### config.mk
export PLATFORM = sky130hd
export DESIGN_NAME = buffer_memwb_param
export DESIGN_NICKNAME = d
export VERILOG_FILES = /design/src/rtl/buffer_memwb_param.sv
export SDC_FILE = /design/constraint.sdc
export NUM_CORES = 1
export LEC_CHECK = 0
export ABC_AREA = 1
export BUFFER_PORTS_ARGS = -buffer_cell sky130_fd_sc_hd__buf_4
export CORE_MARGIN = 2
export CORE_UTILIZATION = 52
export DETAILED_ROUTE_END_ITERATION = 8
export HOLD_SLACK_MARGIN = 0.15
export PLACE_DENSITY = 0.89
export SLEW_MARGIN = 20
export SYNTH_ARGS = -nofsm -noshare
export SYNTH_HDL_FRONTEND = slang
export SYNTH_SLANG_ARGS = --single-unit
### constraint.sdc
create_clock -name clk -period 6.8 [get_ports clk]
set_input_delay 1.36 -clock clk [delete_from_list [all_inputs] [get_ports clk]]
set_output_delay 1.36 -clock clk [all_outputs]
set_load 0.02 [all_outputs]
### src/rtl/buffer_memwb_param.sv
// MEM/WB pipeline register with DEPTH stages, per-slot valid, stall/flush, registered
// write-back mux, forwarding qualifier and a retired-instruction counter.
module buffer_memwb_param #(
  parameter int unsigned DW    = 32,
  parameter int unsigned RW    = 5,
  parameter int unsigned DEPTH = 1,
  parameter int unsigned CW    = 32
) (
  input  logic          clk,
  input  logic          rst,
  input  logic          in_valid,
  input  logic          stall,
  input  logic          flush,
  input  logic          regwrite,
  input  logic          memtoreg,
  input  logic          flag,
  input  logic [DW-1:0] res,
  input  logic [DW-1:0] dato,
  input  logic [RW-1:0] AW,
  output logic          out_valid,
  output logic          out_regwrite,
  output logic          out_memtoreg,
  output logic          out_flag,
  output logic [DW-1:0] res_out,
  output logic [DW-1:0] salida,
  output logic [DW-1:0] dato_out,
  output logic [RW-1:0] out_AW,
  output logic [DW-1:0] wb_data,
  output logic          fwd_en,
  output logic [CW-1:0] retired
);

  if (DEPTH < 1 || DEPTH > 3) begin : g_depth_chk
    $error("buffer_memwb_param: DEPTH must be in 1..3");
  end

  localparam int unsigned Last = DEPTH - 1;

  logic          valid_q    [DEPTH];
  logic          valid_d    [DEPTH];
  logic          regwrite_q [DEPTH];
  logic          regwrite_d [DEPTH];
  logic          memtoreg_q [DEPTH];
  logic          memtoreg_d [DEPTH];
  logic          flag_q     [DEPTH];
  logic          flag_d     [DEPTH];
  logic [DW-1:0] res_q      [DEPTH];
  logic [DW-1:0] res_d      [DEPTH];
  logic [DW-1:0] dato_q     [DEPTH];
  logic [DW-1:0] dato_d     [DEPTH];
  logic [RW-1:0] aw_q       [DEPTH];
  logic [RW-1:0] aw_d       [DEPTH];
  logic [DW-1:0] wb_q       [DEPTH];
  logic [DW-1:0] wb_d       [DEPTH];
  logic [CW-1:0] retired_q, retired_d;

  always_comb begin
    valid_d    = valid_q;
    regwrite_d = regwrite_q;
    memtoreg_d = memtoreg_q;
    flag_d     = flag_q;
    res_d      = res_q;
    dato_d     = dato_q;
    aw_d       = aw_q;
    wb_d       = wb_q;
    retired_d  = retired_q;

    if (!stall) begin
      valid_d[0]    = in_valid & ~flush;
      regwrite_d[0] = regwrite;
      memtoreg_d[0] = memtoreg;
      flag_d[0]     = flag;
      res_d[0]      = res;
      dato_d[0]     = dato;
      aw_d[0]       = AW;
      // Write-back select is resolved at capture so wb_data leaves a flop.
      wb_d[0]       = memtoreg ? dato : res;
      for (int k = 1; k < int'(DEPTH); k++) begin
        valid_d[k]    = valid_q[k-1];
        regwrite_d[k] = regwrite_q[k-1];
        memtoreg_d[k] = memtoreg_q[k-1];
        flag_d[k]     = flag_q[k-1];
        res_d[k]      = res_q[k-1];
        dato_d[k]     = dato_q[k-1];
        aw_d[k]       = aw_q[k-1];
        wb_d[k]       = wb_q[k-1];
      end
      if (valid_q[Last]) begin
        retired_d = retired_q + CW'(1);
      end
    end else if (flush) begin
      // Stalled flush empties slot 0 in place; everything else holds.
      valid_d[0] = 1'b0;
    end
  end

  always_ff @(posedge clk or posedge rst) begin
    if (rst) begin
      for (int k = 0; k < int'(DEPTH); k++) begin
        valid_q[k]    <= 1'b0;
        regwrite_q[k] <= 1'b0;
        memtoreg_q[k] <= 1'b0;
        flag_q[k]     <= 1'b0;
        res_q[k]      <= '0;
        dato_q[k]     <= '0;
        aw_q[k]       <= '0;
        wb_q[k]       <= '0;
      end
      retired_q <= '0;
    end else begin
      valid_q    <= valid_d;
      regwrite_q <= regwrite_d;
      memtoreg_q <= memtoreg_d;
      flag_q     <= flag_d;
      res_q      <= res_d;
      dato_q     <= dato_d;
      aw_q       <= aw_d;
      wb_q       <= wb_d;
      retired_q  <= retired_d;
    end
  end

  assign out_valid    = valid_q[Last];
  assign out_regwrite = regwrite_q[Last] & valid_q[Last];
  assign out_memtoreg = memtoreg_q[Last];
  assign out_flag     = flag_q[Last];
  assign res_out      = res_q[Last];
  assign salida       = res_q[Last];
  assign dato_out     = dato_q[Last];
  assign out_AW       = aw_q[Last];
  assign wb_data      = wb_q[Last];
  assign fwd_en       = out_regwrite & (aw_q[Last] != '0);
  assign retired      = retired_q;

endmodule

# ---- Word level (Yosys, flattened, before mapping)
# Cells that the tools add are included.
dict set report totals {
  ff_bits 137
  latch_bits 0
  ram_bits 0
  rom_bits 0
  input_bits 77
  out_inout_bits 170
  elab_cells 21
  n_memories 0
}
dict set report classes {
  addsub 1
  n_mul 0
  n_div 0
  magnitude_cmp 0
  eq_ne 1
  shift 0
  n_mux 3
  bitwise_logic 5
  reduce_logical 2
}
# cell n
set ops {}
lappend ops {{$add A32 B1 Y32 const B} 1}
lappend ops {{$mux W32} 1}
lappend ops {{$reduce_bool A5 Y1} 1}
lappend ops {{$and A1 B1 Y1} 3}
lappend ops {{$mux W1} 2}
lappend ops {{$ne A2 B1 Y1 const B} 1}
lappend ops {{$not A1 Y1} 2}
lappend ops {{$reduce_and A2 Y1} 1}

# ---- Logic depth before layout (Yosys ltp)
dict set report depth {
  ltp_word 3
  depth_mapped 10
  depth_no_buf 9
}

# ---- Worst setup path before layout
# No wires, ideal clock.
dict set report synth_path {
  path_type {reg2out}
  startpoint {register valid_q (netlist: out_valid)}
  endpoint {output fwd_en}
  t_arrival_ns 1.022
  required_time_ns 5.440
  setup_slack_ns 4.418
  path_stages_with_launch 5
  path_buffers 0
  cell_sequence {dfrtp_1 > nand2_1 > inv_1 > o21ai_0 > inv_1}
}
dict set report synth_between {
  elab_chain_len 2
}
# item line
set synth_rtl {}
lappend synth_rtl {{from (decl)} 39} ;# logic valid_q [DEPTH];
lappend synth_rtl {{from (signal assigned)} 111} ;# valid_q <= valid_d;
lappend synth_rtl {{$and A1 B1 Y1} 124} ;# assign out_regwrite = regwrite_q[Last] & valid_q[Last];
lappend synth_rtl {{via out_regwrite} 21} ;# output logic out_regwrite,
lappend synth_rtl {{$and A1 B1 Y1} 132} ;# assign fwd_en = out_regwrite & (aw_q[Last] != '0);
lappend synth_rtl {{to (decl)} 29} ;# output logic fwd_en,
# The timed path passes the listed nets, and every way through them passes these cells.

# ---- Final worst setup path
dict set report layout_path {
  startpoint {register valid_q (netlist: out_valid)}
  endpoint {output fwd_en}
}
dict set report layout_between {
  elab_chain_len 2
}
# item line
set layout_rtl {}
lappend layout_rtl {{$and A1 B1 Y1} 124}
lappend layout_rtl {{$and A1 B1 Y1} 132}
# Every way passes these cells.

==> metrics.yaml <==
clock_tree:
  cts_tree: "built"
  numCtsBuffers: 17
  cts-resized-gates: 0
  clk_pin_slew_ps: 60
  clk_latency_ps: 420
  cts_setup_buffers: 0
  clockBufferDepth: 2
  cts_hold_buf: 0
  cts_sinks: 137
  clockRootBuffer: "clkbuf_16"
  cts.htree.levels: 4
timing:
  drv_slew: 0
  fin_tns_setup_ps: 0
  finalCritPeriodShare: 0.4070
  fin_worst_skew_ps: 9.137
  tightestPinTransition_ps: 1036
  slew_headroom: 0.3095
  fmax_mhz: 361.3
  finalSetupViolCount: 0
  min_period_ps: 2768
  finalHoldViolations: 0
  rsz0062_at_grt: "false"
hold_path:
  min_to: "dato_out[16]$_DFFE_PP0N_"
  hold_path.startpoint: "dato_out[16]$_DFFE_PP0N_"
  holdCritPathClass: "reg2reg"
  hold-path-cell-count: 2
critical_path:
  cpLargestDelayFamily: "flip-flops"
  r2r_start: "retired[0]$_DFFE_PP0P_"
  critPathSlowestCell: "dfrtp_1"
  slowest_delay_ps: 490
  r2r_cells: 8
  crit_buf_inv: 3
  crit_fanout: 5
  critical_path_class: "reg2out"
  rrSetupSlack_ps: 5220
  crit_arrival_ps: 1410
  cp_common_cell: "inv_1"
  crit_chain: "nand2_1, inv_1, o21ai_0, inv_1, buf_4"
  start_kind: "flop"
  crit_required_ps: 5440
  critPathCaptureType: "primary output"
  timing.rr.end: "retired[18]$_DFFE_PP0P_"
finish:
  multi_input_area_mm2: 0.002220
  fillers: 853
  drive_above_1_share: 0.3075
  final_cell_mix: "nand2_1, buf_4, dfrtp_1"
  design_area_mm2: 0.008422
  fin_nets: 1031
  area_growth_pct: 38.04
  n_antenna_cell: 0
  final-seq-area_mm2: 0.003428
  mostFrequentLayoutCell: "nand2_1"
yosys:
  synthTopCellsByArea: "dfrtp_1, nand2_1, buf_4"
  syn_area_per_cell_um2: 8.222
  netlist_area_mm2: 0.006101
  yosysTopAreaCell: "dfrtp_1"
  synth_fp_nets: 820
  synthCells: 742
  ys_seq_area_frac: 0.5619
  synth.top_cell.area_share: 0.5619
  ys_types: 26
  ys_ff_latch: 137
  yosysWarnings: 0
floorplanning:
  start_util: 0.5343
  die_w_um: 112.3
  die_area_mm2: 0.01261
  core_area_mm2: 0.01142
  die-height_um: 112.3
  rows: 39
  io_pins: 247
detailed_routing:
  num_vias: 5610
  drt_iter0_markers: 516
  ant_nets: 0
  avgViaCountPerCell: 5.059
  drt_pre_antenna_iters: 6
  avgRoutedWirePerCell_um: 15.71
  routed_wl_um: 17420
  drc: 0
global_route:
  grt_max_degree: 104
  grt_pass1_vias: 5402
  grt_pass1_wl_um: 27520
  antenna_found_initial: 0
  globalRoute.totalOverflow: 0
  grt_use_total: 0.2810
run_status:
  status: "completed"
placement:
  postPlaceCellArea_mm2: 0.007815
  io_buffers: 246
  gp_congestion: 0.8914
  hpwlAfterDp_um: 11840
run:
  maxCapViolCount: 0
power:
  powerDensity_mw_per_mm2: 277.5
  vdd_drop_max_uv: 342.9
  power_leakage_nw: 4.648
==> worst max-delay path by stage <==
stage                                    to  cells past startpoint                  start
finish                               fwd_en                      5  out_valid$_DFFE_PP0P_
global route                         fwd_en                      5  out_valid$_DFFE_PP0P_
CTS                                  fwd_en                      5  out_valid$_DFFE_PP0P_
detailed placement  retired[18]$_DFFE_PP0P_                      9                  stall
global placement    retired[18]$_DFFE_PP0P_                      9                  stall
floorplan           dato_out[0]$_DFFE_PP0N_                      1                    rst
==> cells in the mapped netlist <==
cell type / n
nor2_2: 3
nand2_2: 2
nor2_4: 5
nor2_1: 32
dfrtp_1: 137
o21ai_0: 35
mux2_2: 1
buf_1: 11
buf_6: 1
nand2_4: 1
inv_1: 24
nand2_1: 394
nand3_1: 15
nand3b_1: 13
and2_1: 1
ha_1: 1
xor2_1: 7
nor3_2: 1
xnor2_1: 7
clkinv_2: 1
nor3_1: 1
nand4_1: 1
inv_2: 1
buf_4: 32
buf_2: 4
clkbuf_1: 11
==> layer usage <==
metal	vias to the layer above	GRT usage	wire length [µm]
met5	-	0	0
met4	0	0.1098	476
met3	33	0.06965	1281
met2	252	0.4683	8706
met1	2662	0.3561	6958
li1	2663	-	-
==> metrics by stage <==
stage	util	instances	setup slack, ps	power (mW)	hold WS [ps]
2_1_floorplan	-	742	1772	1.201	448.7
5_1_grt	0.7376	1109	3920	2.427	500.9
3_5_place_dp	0.6844	1077	3763	1.408	465.5
6_report	0.7376	1109	4032	2.337	480.8
4_1_cts	0.7376	1109	4037	2.349	480.3
3_3_place_gp	0.6844	1077	3822	1.397	463.6
==> area by class of cell <==
cell class                      count  area share
Timing Repair Buffer              251      0.2237
Tap cell                          143     0.02125
Sequential cell                   137      0.4071
Clock buffer                       21     0.05467
Inverter                           26     0.01233
Clock inverter                     11     0.01738
Multi-Input combinational cell    520      0.2636
==> sequential cells by signal, indices dropped and copies added, names as in the netlist <==
name / flops
res_out: 32
dato_out: 32
out_valid: 1
out_flag: 1
out_memtoreg: 1
out_AW: 5
regwrite_q: 1
wb_data: 32
retired: 32
==> kinds of logic after synthesis <==
| family | after synthesis | synth area share |
|---|---|---|
| compound gates | 35 | 0.02871 |
| xor+xnor | 14 | 0.02010 |
| fa+ha+maj | 1 | 0.002051 |
| buf+inv | 85 | 0.07424 |
| flops | 137 | 0.5619 |
| mux | 1 | 0.001846 |
| simple gates | 469 | 0.3111 |
==> power by group <==
group	internal [mW]	switching, mW	leakage, nW
clock	0.595	0.345	0.281
combinational	0.184	0.261	2.68
sequential	0.889	0.0629	1.68
==> worst min-delay path, delay by kind of cell, from the launching register on <==
family / cells / cell delay [ps]
DFF: 1 / 340
and+or+nand+nor: 2 / 110
Note: power is estimated with default switching activity, not from simulation.
